File: config.mk
export PLATFORM = sky130hd
export DESIGN_NAME = goldschmidt_issue
export DESIGN_NICKNAME = d
export VERILOG_FILES = /design/src/rtl/goldschmidt_issue.sv
export SDC_FILE = /design/constraint.sdc
export NUM_CORES = 1
export LEC_CHECK = 0
export ABC_AREA = 1
export CAP_MARGIN = 15
export CORE_MARGIN = 3
export CORE_UTILIZATION = 55
export DETAILED_ROUTE_END_ITERATION = 6
export DONT_BUFFER_PORTS = 1
export PLACE_DENSITY_LB_ADDON = 0.1
export SETUP_SLACK_MARGIN = 0.5
export SLEW_MARGIN = 20
export SYNTH_ARGS = -nofsm -noshare
export SYNTH_HDL_FRONTEND = slang
export SYNTH_SLANG_ARGS = --single-unit
File: constraint.sdc
create_clock -name clk -period 2.75 [get_ports clk]
set_input_delay 0.1375 -clock clk [delete_from_list [all_inputs] [get_ports clk]]
set_output_delay 0.1375 -clock clk [all_outputs]
set_load 0.01 [all_outputs]
File: src/rtl/goldschmidt_issue.sv
// ============================================================================
// Module   : goldschmidt_issue
// Purpose  : Front-end sequencer for the Goldschmidt divider datapath
// Revision : 1.0 - initial release
// ============================================================================
`default_nettype none

module goldschmidt_issue #(
    parameter int WIDTH  = 29,
    parameter int CYCLES = 12
) (
    input  logic             clk,
    input  logic             reset,
    input  logic             in_valid,
    output logic             in_ready,
    input  logic [WIDTH-1:0] num_in,
    input  logic [WIDTH-1:0] den_in,
    output logic             mode,
    output logic             stage,
    output logic [WIDTH-1:0] numerator,
    output logic [WIDTH-1:0] denominator,
    input  logic [WIDTH-1:0] core_quotient,
    output logic             out_valid,
    input  logic             out_ready,
    output logic [WIDTH-1:0] quo_out,
    output logic             dz_out,
    output logic             busy
);

    localparam int CW = (CYCLES > 1) ? $clog2(CYCLES) : 1;
    localparam logic [CW-1:0] LAST_COUNT = CW'(CYCLES - 1);

    typedef enum logic [1:0] {
        IDLE = 2'd0,
        RUN  = 2'd1,
        ZERO = 2'd2,
        HOLD = 2'd3
    } state_t;

    state_t        state;
    logic [CW-1:0] count;
    logic [CW-1:0] count_inc;
    logic          accept;
    logic          den_zero;

    // in_ready must depend only on state and out_ready, never on in_valid
    assign in_ready  = (state == IDLE) || ((state == HOLD) && out_ready);
    assign accept    = in_valid && in_ready;
    assign den_zero  = (den_in == '0);
    assign count_inc = count + 1'b1;
    assign busy      = (state != IDLE);

    always_ff @(posedge clk or posedge reset) begin
        if (reset) begin
            state       <= IDLE;
            count       <= '0;
            numerator   <= '0;
            denominator <= '0;
            quo_out     <= '0;
            dz_out      <= 1'b0;
            out_valid   <= 1'b0;
            mode        <= 1'b0;
            stage       <= 1'b0;
        end else begin
            case (state)
                IDLE: begin
                    mode  <= 1'b0;
                    stage <= 1'b0;
                    if (accept) begin
                        numerator   <= num_in;
                        denominator <= den_in;
                        count       <= '0;
                        state       <= den_zero ? ZERO : RUN;
                    end
                end
                RUN: begin
                    if (count == LAST_COUNT) begin
                        quo_out   <= core_quotient;
                        dz_out    <= 1'b0;
                        out_valid <= 1'b1;
                        count     <= '0;
                        mode      <= 1'b0;
                        stage     <= 1'b0;
                        state     <= HOLD;
                    end else begin
                        // Selects are registered, so they track the count being entered
                        count <= count_inc;
                        mode  <= (count_inc >= CW'(2));
                        stage <= count_inc[0];
                    end
                end
                ZERO: begin
                    quo_out   <= '1;
                    dz_out    <= 1'b1;
                    out_valid <= 1'b1;
                    mode      <= 1'b0;
                    stage     <= 1'b0;
                    state     <= HOLD;
                end
                HOLD: begin
                    mode  <= 1'b0;
                    stage <= 1'b0;
                    if (out_ready) begin
                        out_valid <= 1'b0;
                        if (accept) begin
                            numerator   <= num_in;
                            denominator <= den_in;
                            count       <= '0;
                            state       <= den_zero ? ZERO : RUN;
                        end else begin
                            state <= IDLE;
                        end
                    end
                end
                default: begin
                    state     <= IDLE;
                    count     <= '0;
                    out_valid <= 1'b0;
                    mode      <= 1'b0;
                    stage     <= 1'b0;
                end
            endcase
        end
    end

endmodule

`default_nettype wire

==> results.md, run 1 <==
* Outcome: complete, no violations
* Min cycle time layout at 2.00 ns
* Cell chosen for the clock root: clkbuf_8
* Most common library cells after synthesis: 115 x nand2_1, 97 x dfrtp_1, 69 x inv_1, 69 x o21ai_0, 42 x o21ai_1
* CTS clk-pin slew, worst paths at 0.10 ns
* Number of enable-type register cells in the synthesized netlist at 0
* Placeable core region at between 7000 and 8000 sq um
* Met3 usage in global routing at 7.48%
* Global-route total usage across every layer at between 20 and 30%
* Global routing usage on met1 at approximately 31%
* First-pass GRT wire length at 17,100 um
* Post-detailed-route via-to-cell ratio at 5.24
* Count of maximum capacitance violations at 0
* Initial core utilization at between 50% and 60%
* Routability Congestion at just under 0.8
* Syn avg cell area at 8.81 sq um
* Final count of negative-setup-slack endpoints at 0
* Cell count of the worst reg-to-reg path at 5
* Power density over cell area at 963 nW/um^2
* Maximum level of the CTS H-tree at 3
* Count of state elements after synthesis at a little under 100
* Combined area of all synthesized cells at about 4200 sq um
* Max-slew violation count at 0
* Portion of synthesized cell area occupied by the leading cell type at about 58%
* Kind of start point of the critical path: flop
* TritonCTS buffer count at 9
* Setup slack after layout at 0.750 ns
* Sinks on Clock Net at 97
* Cell taking the most area after synthesis: dfrtp_1
* Initial antenna violation count at 0
* Top fanout value on the critical path at 29
* Synthesized net count at 573
* Total wire length after detailed routing at 10,800 um
* Share of the clock period used by the worst path after layout at 72.7%
* Pin count of the biggest net entering global routing at 42
* Nets@finish at between 600 and 700
* Share of final-layout standard cells stronger than drive strength 1 at 6.01%
* Primary FF master, synth: dfrtp_1
* Layout Area Growth over Synthesis at 30.0%
* Classification of the worst setup path: reg2reg
* Number of top-level design ports at 184
* Post-layout utilization of the core at 74.3%
* Worst-Skew Late Latency at approximately 0.36 ns
* Total die area at between 8000 and 9000 sq um
* Required @ worst endpoint at ~3.1 ns
* Pre-Repair DR Iteration Count at 5
* Setup repair after global routing missed its margin: false
* Top achievable clock speed at 0.500 GHz
* Number of distinct standard cells referenced by the synthesized netlist at 24
* Top cells by area in the synthesized netlist: dfrtp_1 58%, nand2_1 10%, o21ai_0 8.2%
* Share of flip-flops with an asynchronous set or reset after synthesis at 100%
* Placed Instance Area at around 4300 sq um
* Total count of hold-check failures in the final report at 0
* CTS tree: done
* Maximum clock path buffer count at 2
* Total negative setup slack at 0 ns
* Final setup skew at 0.0152 ns
* Final Cell Area at 5440 sq um
* CP arrival at around 2.3 ns
* Number of input and output port buffers inserted at 0
* Leakage power of the design at 0.00253 uW
* Most utilized layer in the global route result: met2
* Drt drc at 0
* Die height at about 93 um
* Number of cells produced by synthesis at roughly 480
* Antenna violation net count after detailed routing at 0
* Normalized max-slew margin at 54.3%
* Leftover overflow at the end of global routing at 0
* Worst IR drop on VDD at 0.665 mV
* Synth warn at 0
* Iteration-0 DRC Markers at 117
* Via count of the first global-routing pass at 3,447
* Setup WS pre-CTS at between 0.7 and 0.8 ns
* Standard-cell rows at 31
* HPWL reported at the end of detailed placement at 6700 um
* Class of the worst hold path: in2reg
* Number of diodes at 0
* Worst Tran Pin Value at 0.682 ns
* Setup crit end kind: flop
* Hold path depth at 3
* Count of vias placed by the detailed router at 3,486
* Resized cells post-CTS at 0
* Most frequent cell after synthesis: nand2_1
* Horizontal extent of the die at about 93 um
* Sequential element share of the synthesized area at 58.0%
* WL per Instance at 16.3 um
* Met2 usage in global routing at slightly above 40%
-- report_power, final --
| part | leakage (uW) | internal, uW | switching, uW |
|---|---|---|---|
| registers | 0.00111 | 1910 | 594 |
| logic | 0.00129 | 571 | 945 |
| clock network | 0.000133 | 724 | 500 |
| total | 0.00253 | 3200 | 2040 |
-- cells by family after synthesis --
group                      after synthesis  synth area share [%]
DFF                                     97                  58.0
buffers and inverters                   93                  9.71
and+or+nand+nor                        153                  14.6
AOI/OAI and AO/OA                      123                  15.2
adders and majority gates                7                  2.09
xor gates and xnor gates                 2                 0.418
-- routing by layer --
layer | share of wire [%] | vias to the layer above
li1 | - | 1657
met1 | 38 | 1615
met2 | 50 | 185
met3 | 9.3 | 29
met4 | 3.0 | 0
met5 | 0 | -
-- placed cells by master (no fill, tap or decap) --
cell,instances
clkbuf_8,10
o21ai_2,1
dlygate4sd3_1,88
xor2_1,2
nand3_1,3
nor2_2,1
clkinvlp_4,2
o21ai_0,69
a21oi_1,9
buf_12,3
dfrtp_1,97
inv_6,1
o21ai_4,1
nand2_2,1
o211ai_4,1
nand2_4,1
nand3b_1,1
inv_2,2
a21boi_1,1
inv_1,68
o21ai_1,42
ha_1,7
nand2_1,115
nor2_1,28
bufinv_16,4
nor3_1,2
buf_4,5
nand3_4,1
-- worst paths after layout --
path                            from         endpoint  slack [ns]
min                        out_ready        out_valid        0.06
max                         count[0]      quo_out[14]        0.75
min reg2reg                 count[0]            stage        0.55
max in group asynchronous      reset  denominator[14]        1.64
min in group asynchronous      reset    numerator[11]        0.27
max reg2reg                 count[0]      quo_out[14]        0.75
-- flip-flops by register name, indices dropped and copies added, names as in the netlist --
name	cells
count	4
stage	1
quo_out	29
denominator	29
out_valid	1
mode	1
state	2
dz_out	1
numerator	29
-- worst max-delay path: stages, from the launching register on --
cell     delay [ns]
dfrtp_1        0.44
ha_1           0.26
nand3_4        0.29
o21ai_2        0.67
o21ai_0        0.20
nand2_1        0.10
-- per-stage QoR --
stage | total power, uW | instances | hold WS (ns)
2_1_floorplan | 3530 | 475 | 0.269
3_3_place_gp | 3830 | 560 | 0.0369
3_5_place_dp | 3890 | 560 | 0.0348
4_1_cts | 5210 | 664 | 0.0383
5_1_grt | 5600 | 665 | 0.0910
6_report | 5240 | 665 | 0.0550
-- area by class of cell --
type	count	area (sq um)
clock buffer	10	138
timing repair buffer	96	978
inverter	71	270
fill	483	1890
sequential	97	2430
clock inverter	6	136
multi-input combinational	286	1370
tap	99	124
-- what timing repair did --
action | in CTS | in global routing
endpoints found under the hold margin | 105 | 0
setup buffers | 0 | 0
hold buffers | 88 | 0
endpoints found under the setup margin | 0 | 5
Note: power is estimated with default switching activity, not from simulation.
==> run 2, diff against run 1 <==
==> constraint.sdc (replaced) <==
create_clock -name clk -period 1.7 [get_ports clk]
set_input_delay 0.085 -clock clk [delete_from_list [all_inputs] [get_ports clk]]
set_output_delay 0.085 -clock clk [all_outputs]
set_load 0.01 [all_outputs]
==> run 2 against run 1 <==
  * The flow now finishes with violations (negative hold slack)
  * Worst setup slack worse by 0.62 ns
  * Power is 87% higher
  * Cell area is 12% higher
  * Routed wire length is 26% higher
  * Non-clock buffer count is 32 higher
  * Global-route usage is 0.60 points higher
  * Utilization is 9.2 points higher
  * Clock skew is 0.0095 ns lower
  * Count of clock-buffer cells in the layout is 2 higher
  * Register-to-register slack worse by 0.62 ns
  * Fmax is 27% higher
  * Final cell count is 5.0% higher
  * Highest routed layer unchanged
==> results.md, run 2 (synthesis gave the netlist of run 1 again) <==
* Register-to-Register Setup Slack at 0.13 ns
* Amount of wire on met3 after detailed routing at 1160 um
* Filler instances at 403
* Leftover overflow at the end of global routing at 0
* Horizontal extent of the die at a little over 90 um
* Count of maximum capacitance violations at 0
* Sinks on Clock Net at slightly below 100
* First element of the critical path: state[0]
* Normalized max-slew margin at 65.2%
* Nets@finish at 690
* Initial antenna violation count at 2
* Routability Congestion at between 0.7 and 0.8
* CTS clk-pin slew, worst paths at 0.09 ns
* Startpoint of the tightest hold check path: out_ready
* Critical register-to-register path endpoint: numerator[14]
* Kind of start point of the critical path: flop
* Worst-Skew Late Latency at 0.36 ns
* Max layer used: met4
* Iteration-0 DRC Markers at 208
* Worst IR drop on VDD at 0.970 mV
* Placeable core region at 7330 sq um
* Leakage power of the design at 0.00280 uW
* Sequential share of power at 42.3%
* Power share of the combinational group at 42.1%
* Max-slew violation count at 0
* Setup crit end kind: flop
* Total die area at 8690 sq um
* Met2 wire length at 6840 um
* Number of top-level design ports at 184
* Switching pwr at 3990 uW
* Total negative setup slack at 0 ns
* Most frequent cells in the layout: 109 x nand2_1, 94 x dfrtp_1, 88 x dlygate4sd3_1, 63 x inv_1, 49 x o21ai_1
* Hold Worst Slack at -0.000859 ns
* Post-detailed-route via-to-cell ratio at 5.50
* Pin count of the biggest net entering global routing at 58
* Required @ worst endpoint at 1.97 ns
* Pre-Repair DR Iteration Count at 5
* Classification of the worst setup path: reg2reg
* Origin of the critical flop-to-flop path: state[0]
* Die height at 93.2 um
* Length of routed wiring on met1 at 5150 um
* Number of input and output port buffers inserted at 0
* Share of final-layout standard cells stronger than drive strength 1 at 17.3%
* Total count of hold-check failures in the final report at 1
* Power density over cell area at between 1500 and 2000 nW/um^2
* Share of the clock period used by the worst path after layout at 92.6%
* First-pass GRT wire length at 17,400 um
* Top achievable clock speed at 0.635 GHz
* Class of the worst hold path: in2reg
* Drt drc at 0
* Top fanout value on the critical path at 9
* Storage element area at 2430 sq um
* Switching share of power at approximately two fifths
* Layout Area Growth over Synthesis at 46.1%
* Clock group share of total power at 15.6%
* Total wire length after detailed routing at 13,600 um
* Final count of negative-setup-slack endpoints at 0
* Outcome: complete, but fails checks
* Cell count of the worst reg-to-reg path at 7
* Global-route total usage across every layer at 25.7%
* Endpoint of the most critical setup path: numerator[14]
* TritonCTS buffer count at 9
* Registers with the most flip-flops: denominator: 29 flops, numerator: 29 flops, quo_out: 29 flops
* Min cycle time layout at 1.57 ns
* Standard-cell rows at 31
* Via count of the first global-routing pass at 3,522
* Post-layout utilization of the core at 83.5%
* Most common cell after layout, fill and taps aside: nand2_1
* CTS tree: done
* Cell chosen for the clock root: clkbuf_8
* Maximum level of the CTS H-tree at 3
* Initial core utilization at a little under three fifths
* Maximum clock path buffer count at 2
* CP arrival at 1.84 ns
* Area occupied by multi-input gates at 1550 sq um
* HPWL reported at the end of detailed placement at 6850 um
* Internal power at 5790 uW
* Antenna violation net count after detailed routing at 0
* Setup repair after global routing missed its margin: true
* Worst Tran Pin Value at 0.522 ns
* Violations in the final reports: negative hold slack
* Final setup skew at 0.00568 ns
* WL per Instance at 19.5 um
* Count of vias placed by the detailed router at 3,839
[run 2: cell types whose count changed in the layout (fill, tap and decap cells not counted), sizes merged]
cell,delta
clkbuf,+13
bufinv,-3
clkinv,+1
buf,+21
o21ai,-1
diode,+2
[run 2: area by class of cell]
class                   instances  share of cell area (%)
diodes                          2                  0.0818
inverters                      71                    4.58
flip-flops and latches         97                    39.7
repair buffers                128                    25.0
multi-input cells             285                    25.4
well taps                      99                    2.02
clock inverters                 4                   0.838
clock buffers                  12                    2.37
[run 2: worst min path at each step]
stage	end	slack, ns	cells past startpoint
after floorplan	quo_out[0]	0.22	2
after global placement	numerator[21]	0.07	2
after detailed placement	denominator[2]	0.07	2
after CTS	denominator[20]	-0.07	2
after global routing	state[1]	0.07	5
final	out_valid	-0.0009	4
[run 2: through the flow]
step	instance area (sq um)	hold slack [ns]	total power [uW]	instances	setup WS, ns
3_3_place_gp	4390	0.0710	6430	561	0.227
5_1_grt	6120	0.0682	10300	698	0.0609
3_5_place_dp	4390	0.0748	6550	561	0.122
4_1_cts	5550	-0.0723	8330	671	0.200
6_report	6120	-0.000859	9780	698	0.126
2_1_floorplan	4280	0.216	5930	475	0.339
[run 2: power groups by stage]
stage	logic [uW]	registers, uW	clock network [uW]
CTS	2710	4080	1540
finish	4120	4140	1530
floorplan	2030	3900	0
global route	4470	4210	1630
detailed placement	2430	4120	0
global placement	2330	4110	0
[run 2: layer usage]
| layer | track usage (%) | vias to the layer above |
|---|---|---|
| met3 | 6.92 | 41 |
| met4 | 10.4 | 0 |
| met2 | 44.0 | 221 |
| met5 | 0 | - |
| met1 | 30.6 | 1852 |
| li1 | - | 1725 |
[run 2: worst max-delay path, cell delays in order, from the launching register on]
cell       delay, ns
dfrtp_2         0.43
inv_2           0.09
ha_4            0.18
o211ai_4        0.24
buf_12          0.20
clkbuf_16       0.16
nand2_1         0.06
o21ai_1         0.12
[run 2: timing repair]
item / 4_1_cts / 5_1_grt
buffers inserted: 7 / 7
endpoints found under the setup margin: 98 / 98
gates resized for setup: 12 / 59
gates cloned: 0 / 17
pin swaps: 2 / 10
hold buffers: 87 / 1
hold endpoints to repair: 184 / 1
==> run 3, diff against run 2 <==
--- a/config.mk
+++ b/config.mk
@@ -7,6 +7,7 @@
 export LEC_CHECK = 0
 export ABC_AREA = 1
 export CAP_MARGIN = 15
+export CORE_ASPECT_RATIO = 0.9
 export CORE_MARGIN = 3
 export CORE_UTILIZATION = 55
 export DETAILED_ROUTE_END_ITERATION = 6
==> run 3 against run 2 <==
  * The run now ends clean
  * Utilization is 1.3 points higher
  * Global-route usage is 0.81 points higher
  * First-iteration DRC count is 1.4% higher
  * Routed wire length is 4.7% lower
  * Combinational power hardly changed
  * Register-to-register slack hardly changed
  * Clock skew is 0.0035 ns higher
  * Count of clock-buffer cells in the layout is 2 lower
==> results.md, run 3 (synthesis gave the netlist of run 1 again) <==
* Total die area at a little under 9000 sq um
* Registers with the most flip-flops: denominator: 29 flops, numerator: 29 flops, quo_out: 29 flops
* Final setup skew at 0.00917 ns
* Worst Tran Pin Value at 0.660 ns
* Outcome: complete, no violations
* Global routing usage on met1 at between 30% and 40%
* Horizontal extent of the die at ~98 um
* Total count of hold-check failures in the final report at 0
* CTS clk-pin slew, worst paths at 0.09 ns
* Share of the clock period used by the worst path after layout at 92.7%
* Pre-Repair DR Iteration Count at 4
* First-pass GRT wire length at approximately 18,000 um
* Maximum level of the CTS H-tree at 3
* Normalized max-slew margin at 56.0%
* Class of the worst hold path: in2reg
* Tot Pwr at around 9700 uW
* Setup repair after global routing missed its margin: true
* Leftover overflow at the end of global routing at 0
* Worst IR drop on VDD at 1.21 mV
* First element of the critical path: state[1]
* Drt drc at 0
* Layout Area Growth over Synthesis at 46.2%
* Share of final-layout standard cells stronger than drive strength 1 at 23.6%
* Final count of negative-setup-slack endpoints at 0
* WL per Instance at 19.1 um
* Total negative setup slack at 0 ns
* Placeable core region at ~7200 sq um
* Cell chosen for the clock root: clkbuf_8
* Maximum clock path buffer count at 2
* Antenna violation net count after detailed routing at 0
* Number of diodes at 0
* Sinks on Clock Net at 97
* Met2 usage in global routing at about 46%
* HPWL reported at the end of detailed placement at 6940 um
* Pin count of the biggest net entering global routing at 57
* Most frequent cells in the layout: 98 x nand2_1, 93 x dfrtp_1, 88 x dlygate4sd3_1, 62 x inv_1, 40 x o21ai_0
* Min cycle time layout at 1.58 ns
* Classification of the worst setup path: reg2reg
* Number of input and output port buffers inserted at 0
* Origin of the critical flop-to-flop path: state[1]
* Top achievable clock speed at 0.634 GHz
* Kind of start point of the critical path: flop
* TritonCTS buffer count at 9
* Required @ worst endpoint at 1.98 ns
* Leakage power of the design at 0.00274 uW
* Global-route total usage across every layer at 26.5%
* Worst-Skew Late Latency at between 0.3 and 0.4 ns
* Die height at 88.8 um
* Total wire length after detailed routing at 13,000 um
* Count of vias placed by the detailed router at 3,702
* Via count of the first global-routing pass at approximately 3,600
* Number of top-level design ports at 184
* Post-detailed-route via-to-cell ratio at approximately 5.4
* Initial antenna violation count at 0
* Top fanout value on the critical path at 56
* Initial core utilization at 58.0%
* Iteration-0 DRC Markers at roughly 210
* Hold Worst Slack at 0.0233 ns
* Most common cell after layout, fill and taps aside: nand2_1
* Power density over cell area at ~1600 nW/um^2
* Standard-cell rows at 29
* Setup crit end kind: flop
* Most utilized layer in the global route result: met2
* CP arrival at 1.85 ns
* CTS tree: done
* Startpoint of the tightest hold check path: den_in[26]
* Met3 usage in global routing at 10.0%
* Routability Congestion at 0.812
* Max-slew violation count at 0
* Nets@finish at 682
* Count of maximum capacitance violations at 0
run 3: cell types whose count changed in the layout (fill, tap and decap cells not counted), moves of 5 or more:
cell and change:
nand2_1 -11, clkbuf_16 -7, nor2_1 -5, o21ai_2 +19, o21ai_1 -14, nand2_4 +7, o21ai_0 -7
run 3: worst max-delay path: stages (launching register included):
cell,delay (ns)
dfrtp_2,0.45
ha_4,0.21
inv_4,0.05
nor2_4,0.09
inv_2,0.06
o211ai_4,0.12
buf_12,0.27
nand2_1,0.11
o21ai_1,0.12
run 3: cell type report:
type | count | area (sq um)
inverters | 71 | 283
repair buffers | 120 | 1350
clock inverters | 5 | 41.3
clock buffers | 10 | 138
flip-flops and latches | 97 | 2430
fillers | 348 | 1100
multi-input cells | 285 | 1770
well taps | 93 | 116
run 3: through the flow:
stage | setup WS [ns] | cell area (sq um) | instances | utilization (%)
3_3_place_gp | 0.234 | 4340 | 555 | 60.2
4_1_cts | 0.221 | 5570 | 665 | 77.1
6_report | 0.123 | 6120 | 681 | 84.8
3_5_place_dp | 0.132 | 4340 | 555 | 60.2
5_1_grt | 0.0228 | 6120 | 681 | 84.8
2_1_floorplan | 0.339 | 4280 | 475 | -
run 3: final timing paths:
path	endpoint	slack (ns)	depth (start not counted)
setup / recovery	numerator[18]	0.12	8
hold / removal	state[1]	0.02	5
setup reg to reg	numerator[18]	0.12	8
hold reg to reg	stage	0.53	1
max in group asynchronous	count[0]	0.79	3
min in group asynchronous	dz_out	0.39	3
run 3: power by group:
part | switching [uW] | internal [uW] | total (uW)
logic | 2260 | 1870 | 4130
registers | 1120 | 3090 | 4210
clock network | 800 | 574 | 1370
run 3: timing repair:
action                                  in CTS  in global routing
cloned                                       1                  6
resized for setup                           24                117
endpoints found under the hold margin      184                  0
setup buffers                                6                 10
endpoints found under the setup margin      98                 98
pin swaps                                    2                  9
hold buffers                                88                  0
run 3: layer usage:
| metal | up-vias | wire length (um) |
|---|---|---|
| met5 | - | 0 |
| met4 | 0 | 345 |
| met3 | 31 | 1210 |
| met2 | 196 | 6700 |
| met1 | 1770 | 4720 |
| li1 | 1705 | - |
